File: config.mk
export PLATFORM = sky130hd
export DESIGN_NAME = decode_regfile
export DESIGN_NICKNAME = d
export VERILOG_FILES = /design/src/rtl/decode_regfile.sv
export SDC_FILE = /design/constraint.sdc
export NUM_CORES = 1
export LEC_CHECK = 0
export CAP_MARGIN = 20
export CORE_MARGIN = 1.5
export CORE_UTILIZATION = 54
export DETAILED_ROUTE_END_ITERATION = 10
export PLACE_DENSITY = 0.77
export SETUP_SLACK_MARGIN = 0.05
export SYNTH_ARGS = -nofsm -noshare
export SYNTH_HDL_FRONTEND = slang
export SYNTH_SLANG_ARGS = --single-unit
File: constraint.sdc
create_clock -name clk -period 2.3 [get_ports clk]
set_input_delay 0.345 -clock clk [delete_from_list [all_inputs] [get_ports clk]]
set_output_delay 0.345 -clock clk [all_outputs]
set_load 0.01 [all_outputs]
File: src/rtl/decode_regfile.sv
// Decode stage and architectural register file for the multi-cycle 8-bit MIPS core.
// Captures instruction fields and both source operands on the decode edge, then holds them for execute.
module decode_regfile #(
  parameter int DW   = 8,
  parameter int NREG = 32
) (
  input  logic          clk,
  input  logic          rst_n,
  input  logic [2:0]    state,
  input  logic [31:0]   instr,
  input  logic          wb_en,
  input  logic [4:0]    wb_addr,
  input  logic [DW-1:0] wb_data,
  output logic [DW-1:0] rsourcev,
  output logic [DW-1:0] rtempv,
  output logic [5:0]    opcode,
  output logic [5:0]    value_function,
  output logic [15:0]   immediate_value,
  output logic [4:0]    dest_addr,
  output logic          dest_valid,
  output logic          decode_done,
  input  logic [4:0]    dbg_addr,
  output logic [DW-1:0] dbg_data
);

  localparam logic [2:0] STATE_IF  = 3'd0;
  localparam logic [2:0] STATE_ID  = 3'd1;
  localparam logic [2:0] STATE_EX  = 3'd2;
  localparam logic [2:0] STATE_MEM = 3'd3;
  localparam logic [2:0] STATE_WB  = 3'd4;

  localparam logic [5:0] OP_RTYPE  = 6'h00;
  localparam logic [5:0] OP_BEQ    = 6'h04;
  localparam logic [5:0] OP_BNE    = 6'h05;
  localparam logic [5:0] OP_ADDIU  = 6'h09;
  localparam logic [5:0] OP_LW     = 6'h23;
  localparam logic [5:0] FUNC_ADDU = 6'h21;
  localparam logic [5:0] FUNC_SLT  = 6'h2a;

  logic [DW-1:0] rf [NREG];

  logic [4:0]    rs;
  logic [4:0]    rt;
  logic [4:0]    rd;
  logic          wb_fire;
  logic [DW-1:0] rs_val;
  logic [DW-1:0] rt_val;
  logic [4:0]    dest_nxt;
  logic          dest_valid_nxt;
  logic          unused_shamt;

  assign rs           = instr[25:21];
  assign rt           = instr[20:16];
  assign rd           = instr[15:11];
  assign unused_shamt = ^instr[10:6];
  assign wb_fire      = wb_en && (wb_addr != 5'd0);

  // Same-edge write-back wins over the stored value so decode never sees a stale operand.
  always_comb begin
    rs_val = '0;
    rt_val = '0;
    if (rs != 5'd0) rs_val = (wb_fire && wb_addr == rs) ? wb_data : rf[rs];
    if (rt != 5'd0) rt_val = (wb_fire && wb_addr == rt) ? wb_data : rf[rt];
  end

  always_comb begin
    dest_nxt       = 5'd0;
    dest_valid_nxt = 1'b0;
    case (instr[31:26])
      OP_RTYPE: begin
        if (instr[5:0] == FUNC_ADDU || instr[5:0] == FUNC_SLT) begin
          dest_nxt       = rd;
          dest_valid_nxt = (rd != 5'd0);
        end
      end
      OP_ADDIU, OP_LW: begin
        dest_nxt       = rt;
        dest_valid_nxt = (rt != 5'd0);
      end
      OP_BEQ, OP_BNE: begin
        dest_nxt       = 5'd0;
        dest_valid_nxt = 1'b0;
      end
      default: begin
        dest_nxt       = 5'd0;
        dest_valid_nxt = 1'b0;
      end
    endcase
  end

  assign dbg_data = (dbg_addr == 5'd0) ? '0 : rf[dbg_addr];

  always_ff @(posedge clk or negedge rst_n) begin
    if (!rst_n) begin
      for (int i = 0; i < NREG; i++) rf[i] <= '0;
      rsourcev        <= '0;
      rtempv          <= '0;
      opcode          <= '0;
      value_function  <= '0;
      immediate_value <= '0;
      dest_addr       <= '0;
      dest_valid      <= 1'b0;
      decode_done     <= 1'b0;
    end else begin
      if (wb_fire) rf[wb_addr] <= wb_data;
      decode_done <= (state == STATE_ID);
      if (state == STATE_ID) begin
        rsourcev        <= rs_val;
        rtempv          <= rt_val;
        opcode          <= instr[31:26];
        value_function  <= instr[5:0];
        immediate_value <= instr[15:0];
        dest_addr       <= dest_nxt;
        dest_valid      <= dest_valid_nxt;
      end
    end
  end

endmodule
== Yosys cells after proc, flatten, opt, wreduce, memory -nomap -nowiden ==
Cells that the tools add are included.
Word-level totals
  memories: 0
  logic and storage cells: 89
  RAM bits: 0
  bits in read-only memories: 0
  output and inout bits: 59
  bits in latches: 0
  register bits: 307
Cells by class
  div/mod/pow operators: 0
  bitwise logic cells: 4
  $add $sub $neg: 0
  eq/ne operators: 7
  multiplexer cells: 21
  shifts and indexed selects: 0
  order comparisons: 5
  reductions and logical operators: 12
  multipliers: 0
Operator list (number)
  $bwmux 256: 1
  $bmux 8 s5: 3
  $mux 8: 12
  $demux 8 s5: 1
  $ge 6x6->1 const B: 4
  $not 5->6: 4
  $reduce_bool 5->1: 4
  $eq 6x6->1 const B: 3
  $eq 5x5->1: 2
  $pmux 5 s2: 1
  $eq 6x4->1 const B: 1
  $logic_not 6->1: 1
  $lt 6x1->1 const B: 1
  $logic_not 5->1: 1
  $mux 5: 1
  $logic_and 1x1->1: 4
  $eq 3x1->1 const B: 1
  $pmux 1 s2: 1
  $reduce_or 2->1: 1
  $logic_or 1x1->1: 1
  $mux 1: 1

== Logic depth before layout (Yosys ltp) ==
  depth after elaboration: 6
  gate-level depth with buffers: 8

== Worst setup path before layout ==
Ideal clock, no wire load.
  path kind: input to output
  from: input port dbg_addr[0]
  to: output port dbg_data[0]
  stages on the path: 5
  setup slack: -56 ps
  buffers on the path: 1
  data required time: 1955 ps
  arrival time: 2011 ps
  cells stage by stage: clkbuf_1 mux4_2 mux4_2 inv_1 o21ai_1
Between the ends
  word-level cells in the longest chain between the ends: 5
RTL lines
  start, declared: RTL line 22  | input logic [4:0] dbg_addr,
  $not 5->6 (implied by the code): RTL line 91  | assign dbg_data = (dbg_addr == 5'd0) ? '0 : rf[dbg_addr];
  $bmux 8 s5: RTL line 91
  $mux 8 (implied by the code) (2 in series): RTL line 91
  $mux 8 *: RTL line 91
  end, declared: RTL line 23  | output logic [DW-1:0] dbg_data
Mark *: on every way between the ends. The rest lies on a longest branch, timed or not. The select of a mux whose other input is x is not followed.

== Worst setup path in the final report ==
  from: register rf[124] in the netlist's numbering
  to: output port dbg_data[4]
Between the ends
  word-level cells in the longest chain between the ends: 4
RTL lines
  start, declared: RTL line 40  | logic [DW-1:0] rf [NREG];
  start signal, assigned by index: RTL line 105  | if (wb_fire) rf[wb_addr] <= wb_data;
  $bmux 8 s5: RTL line 91
  $mux 8 (implied by the code) (2 in series): RTL line 91
  $mux 8: RTL line 91
Every way passes these cells. The select of a mux whose other input is x is not followed.

==> impl_metrics.json <==
{
  "cts.sinks": 301,
  "stdcell_area_um2": 22800,
  "synthCells": 1290,
  "p_leak_nw": 10.06,
  "period_share_pct": 115.0,
  "synth_area_leaders": "dfrtp_1, mux4_2, mux2_2, nand2_1, o21ai_0",
  "ioPinCount": 115,
  "dp_slack_ps": -605.8,
  "antenna_found_initial": 2,
  "drt-initial-drc-count": 1900,
  "crit_path_start_kind": "register",
  "status": "finished with violations",
  "drc": 0,
  "initial_utilization_pct": 55.33,
  "layout-drive-gt1-share_pct": 51.28,
  "synth_top_area_share_pct": 42.70,
  "finalClockSkew_ps": 20.52,
  "clockBufferDepth": 3,
  "worstSetupEndpointType": "output port",
  "fp.dieH_um": 183.7,
  "vias": 14571,
  "hold_class": "in2async",
  "syn_area_um2": 17640,
  "final_nets": 1722,
  "cts_tree": "built",
  "fillers": 2078,
  "arrival_ps": 2300,
  "synthToLayoutAreaGrowth_pct": 29.27,
  "place_area_um2": 21660,
  "htreeDepth": 2,
  "grt_pass1_vias": 14943,
  "cp.required_ps": 1960,
  "period_needed_ps": 2644,
  "portBuffers": 114,
  "grtUsageTotal_pct": 37.56,
  "synth_seq_area_share_pct": 42.70,
  "final_max_slew_viol_count": 0,
  "die_x_um": 183.7,
  "maxSlewHeadroom_pct": 47.85,
  "drv_cap": 0,
  "worst-setup-path-type": "reg2out",
  "crit_fanout": 4,
  "routabilityCongestion": 1.021,
  "yosysWarnings": 0,
  "cts-buffers-inserted": 34,
  "synth_largest_area_cell": "dfrtp_1",
  "die_area_um2": 33760,
  "rr_worst_depth": 6,
  "clk_latency_ps": 530,
  "hold_viol": 0,
  "finalWorstSetupSlack_ps": -344.4,
  "ir_drop_uv": 545.6,
  "syn-num-nets": 1346,
  "core_um2": 31880,
  "syn_avg_cell_area_um2": 13.67,
  "rsz0062_at_grt": "true",
  "grt_max_degree": 69,
  "wl_per_cell_um": 28.80,
  "power_density_nw_per_um2": 803.4,
  "clock-root-buffer": "clkbuf_16",
  "post-route-util_pct": 71.52,
  "dp.final_hpwl_um": 43590,
  "viasPerCell": 6.873,
  "hold_slack_ps": 364.6,
  "antennaDiodeCount": 0,
  "ys_ff_latch": 301,
  "drt-total-wl_um": 61050,
  "violations": "setup timing",
  "synth.distinct_cells": 54,
  "grt_pass1_wl_um": 93160,
  "drt_first_pass_iters": 6,
  "max_slew.worst_pin.slew_ps": 781.4,
  "setup_viol": 8,
  "fmax_mhz": 378.2,
  "ant_nets": 0,
  "path_clk_slew_ps": 60,
  "overflow": 0,
  "rows": 65
}
-- per-layer routing --
layer	global-route usage [%]	part of all wire, %	vias to the layer above
met5	0	0.082	-
met4	21.28	6.0	4
met3	11.85	14	248
met2	55.35	44	1245
met1	49.61	36	7365
li1	-	-	5709
-- path summary, 6_finish.rpt --
| path | start | end | slack [ps] |
|---|---|---|---|
| max | rf[124] | dbg_data[4] | -340 |
| min | rst_n | rf[224] | 360 |
| max reg2reg | rf[1] | rsourcev[1] | 80 |
| min reg2reg | rf[252] | rf[252] | 440 |
| max in group asynchronous | rst_n | rf[114] | 1130 |
| min in group clk | instr[9] | immediate_value[9] | 360 |
-- state kept, by name, indices dropped and copies added (netlist names), 5 cells and up --
signal	cells
value_function	5
rtempv	8
opcode	6
rsourcev	8
dest_addr	5
rf	256
immediate_value	11
-- worst max-delay path: stages, from the launching register on --
cell	delay, ps
dfrtp_1	450
mux4_2	490
mux4_2	530
nand2_2	90
o21ai_2	70
buf_2	140
-- layout make-up --
type | instances | area, µm² | share of cell area (%)
inverters | 15 | 56.30 | 0.2469
clock inverters | 10 | 101.3 | 0.4445
flip-flops and latches | 301 | 7537 | 33.06
repair buffers | 469 | 4121 | 18.08
clock buffers | 45 | 962.2 | 4.220
well taps | 435 | 544.3 | 2.387
multi-input cells | 845 | 9479 | 41.57
-- cell usage after synthesis (all sizes together) --
cell type  instances
dfrtp            301
mux4             217
mux2             196
nand2            176
clkbuf            78
o21ai             73
buf               51
nor2              33
inv               14
a22o              12
nor2b             11
mux2i             10
a211oi             9
nor3               8
nor4               8
o211ai             8
o22ai              8
a221o              7
xor2               7
nand3              6
nor3b              6
a221oi             5
nand3b             5
nand4              5
or4                4
a22oi              3
o2111ai            3
or3b               3
xnor2              3
a21oi              2
and2               2
and3               2
and3b              2
nor4b              2
a2111oi            1
a211o              1
a31oi              1
a41oi              1
clkinv             1
nand2b             1
o21bai             1
o221ai             1
o41ai              1
or2                1
-- what timing repair did --
action,4_1_cts,5_1_grt
endpoints found under the setup margin,9,12
hold buffers,1,0
hold endpoints to repair,53,0
buffers inserted,5,6
pin swaps,7,5
gates cloned,0,0
resized for setup,36,15
-- cell families after synthesis --
kind of cell	Yosys count	synth area share (%)
AND/OR/NAND/NOR	275	7.122
buffers and inverters	144	3.759
XOR/XNOR	10	0.4966
AO/OA/AOI/OAI	137	5.072
flip-flops	301	42.70
multiplexers	423	40.85
-- placed cells by master (no fill, tap or decap), types with 28 or more instances in the layout --
| cell type | synthesis | layout |
|---|---|---|
| o21ai_0 | 64 | 64 |
| nand2_1 | 176 | 171 |
| dfrtp_1 | 301 | 297 |
| nor2_1 | 29 | 28 |
| clkbuf_16 | 0 | 34 |
| clkdlybuf4s50_1 | 0 | 98 |
| buf_4 | 12 | 327 |
| mux4_2 | 214 | 216 |
| mux2_2 | 196 | 196 |
| buf_12 | 0 | 30 |
-- report_power, final --
part | total (mW) | switching (mW) | internal [mW]
sequential | 7.15 | 0.860 | 6.29
combinational | 5.83 | 2.43 | 3.40
clock | 5.34 | 2.28 | 3.06
-- per-stage QoR --
step                      cells  TNS (ps)  total power [mW]
after floorplan            1290         0             9.857
after global placement     2055    -10130             12.53
after detailed placement   2055    -12270             12.77
after CTS                  2116     -2549             18.12
after global routing       2120     -2747             18.89
final                      2120     -2628             18.32
No activity file was read; power rests on OpenSTA's default activity.
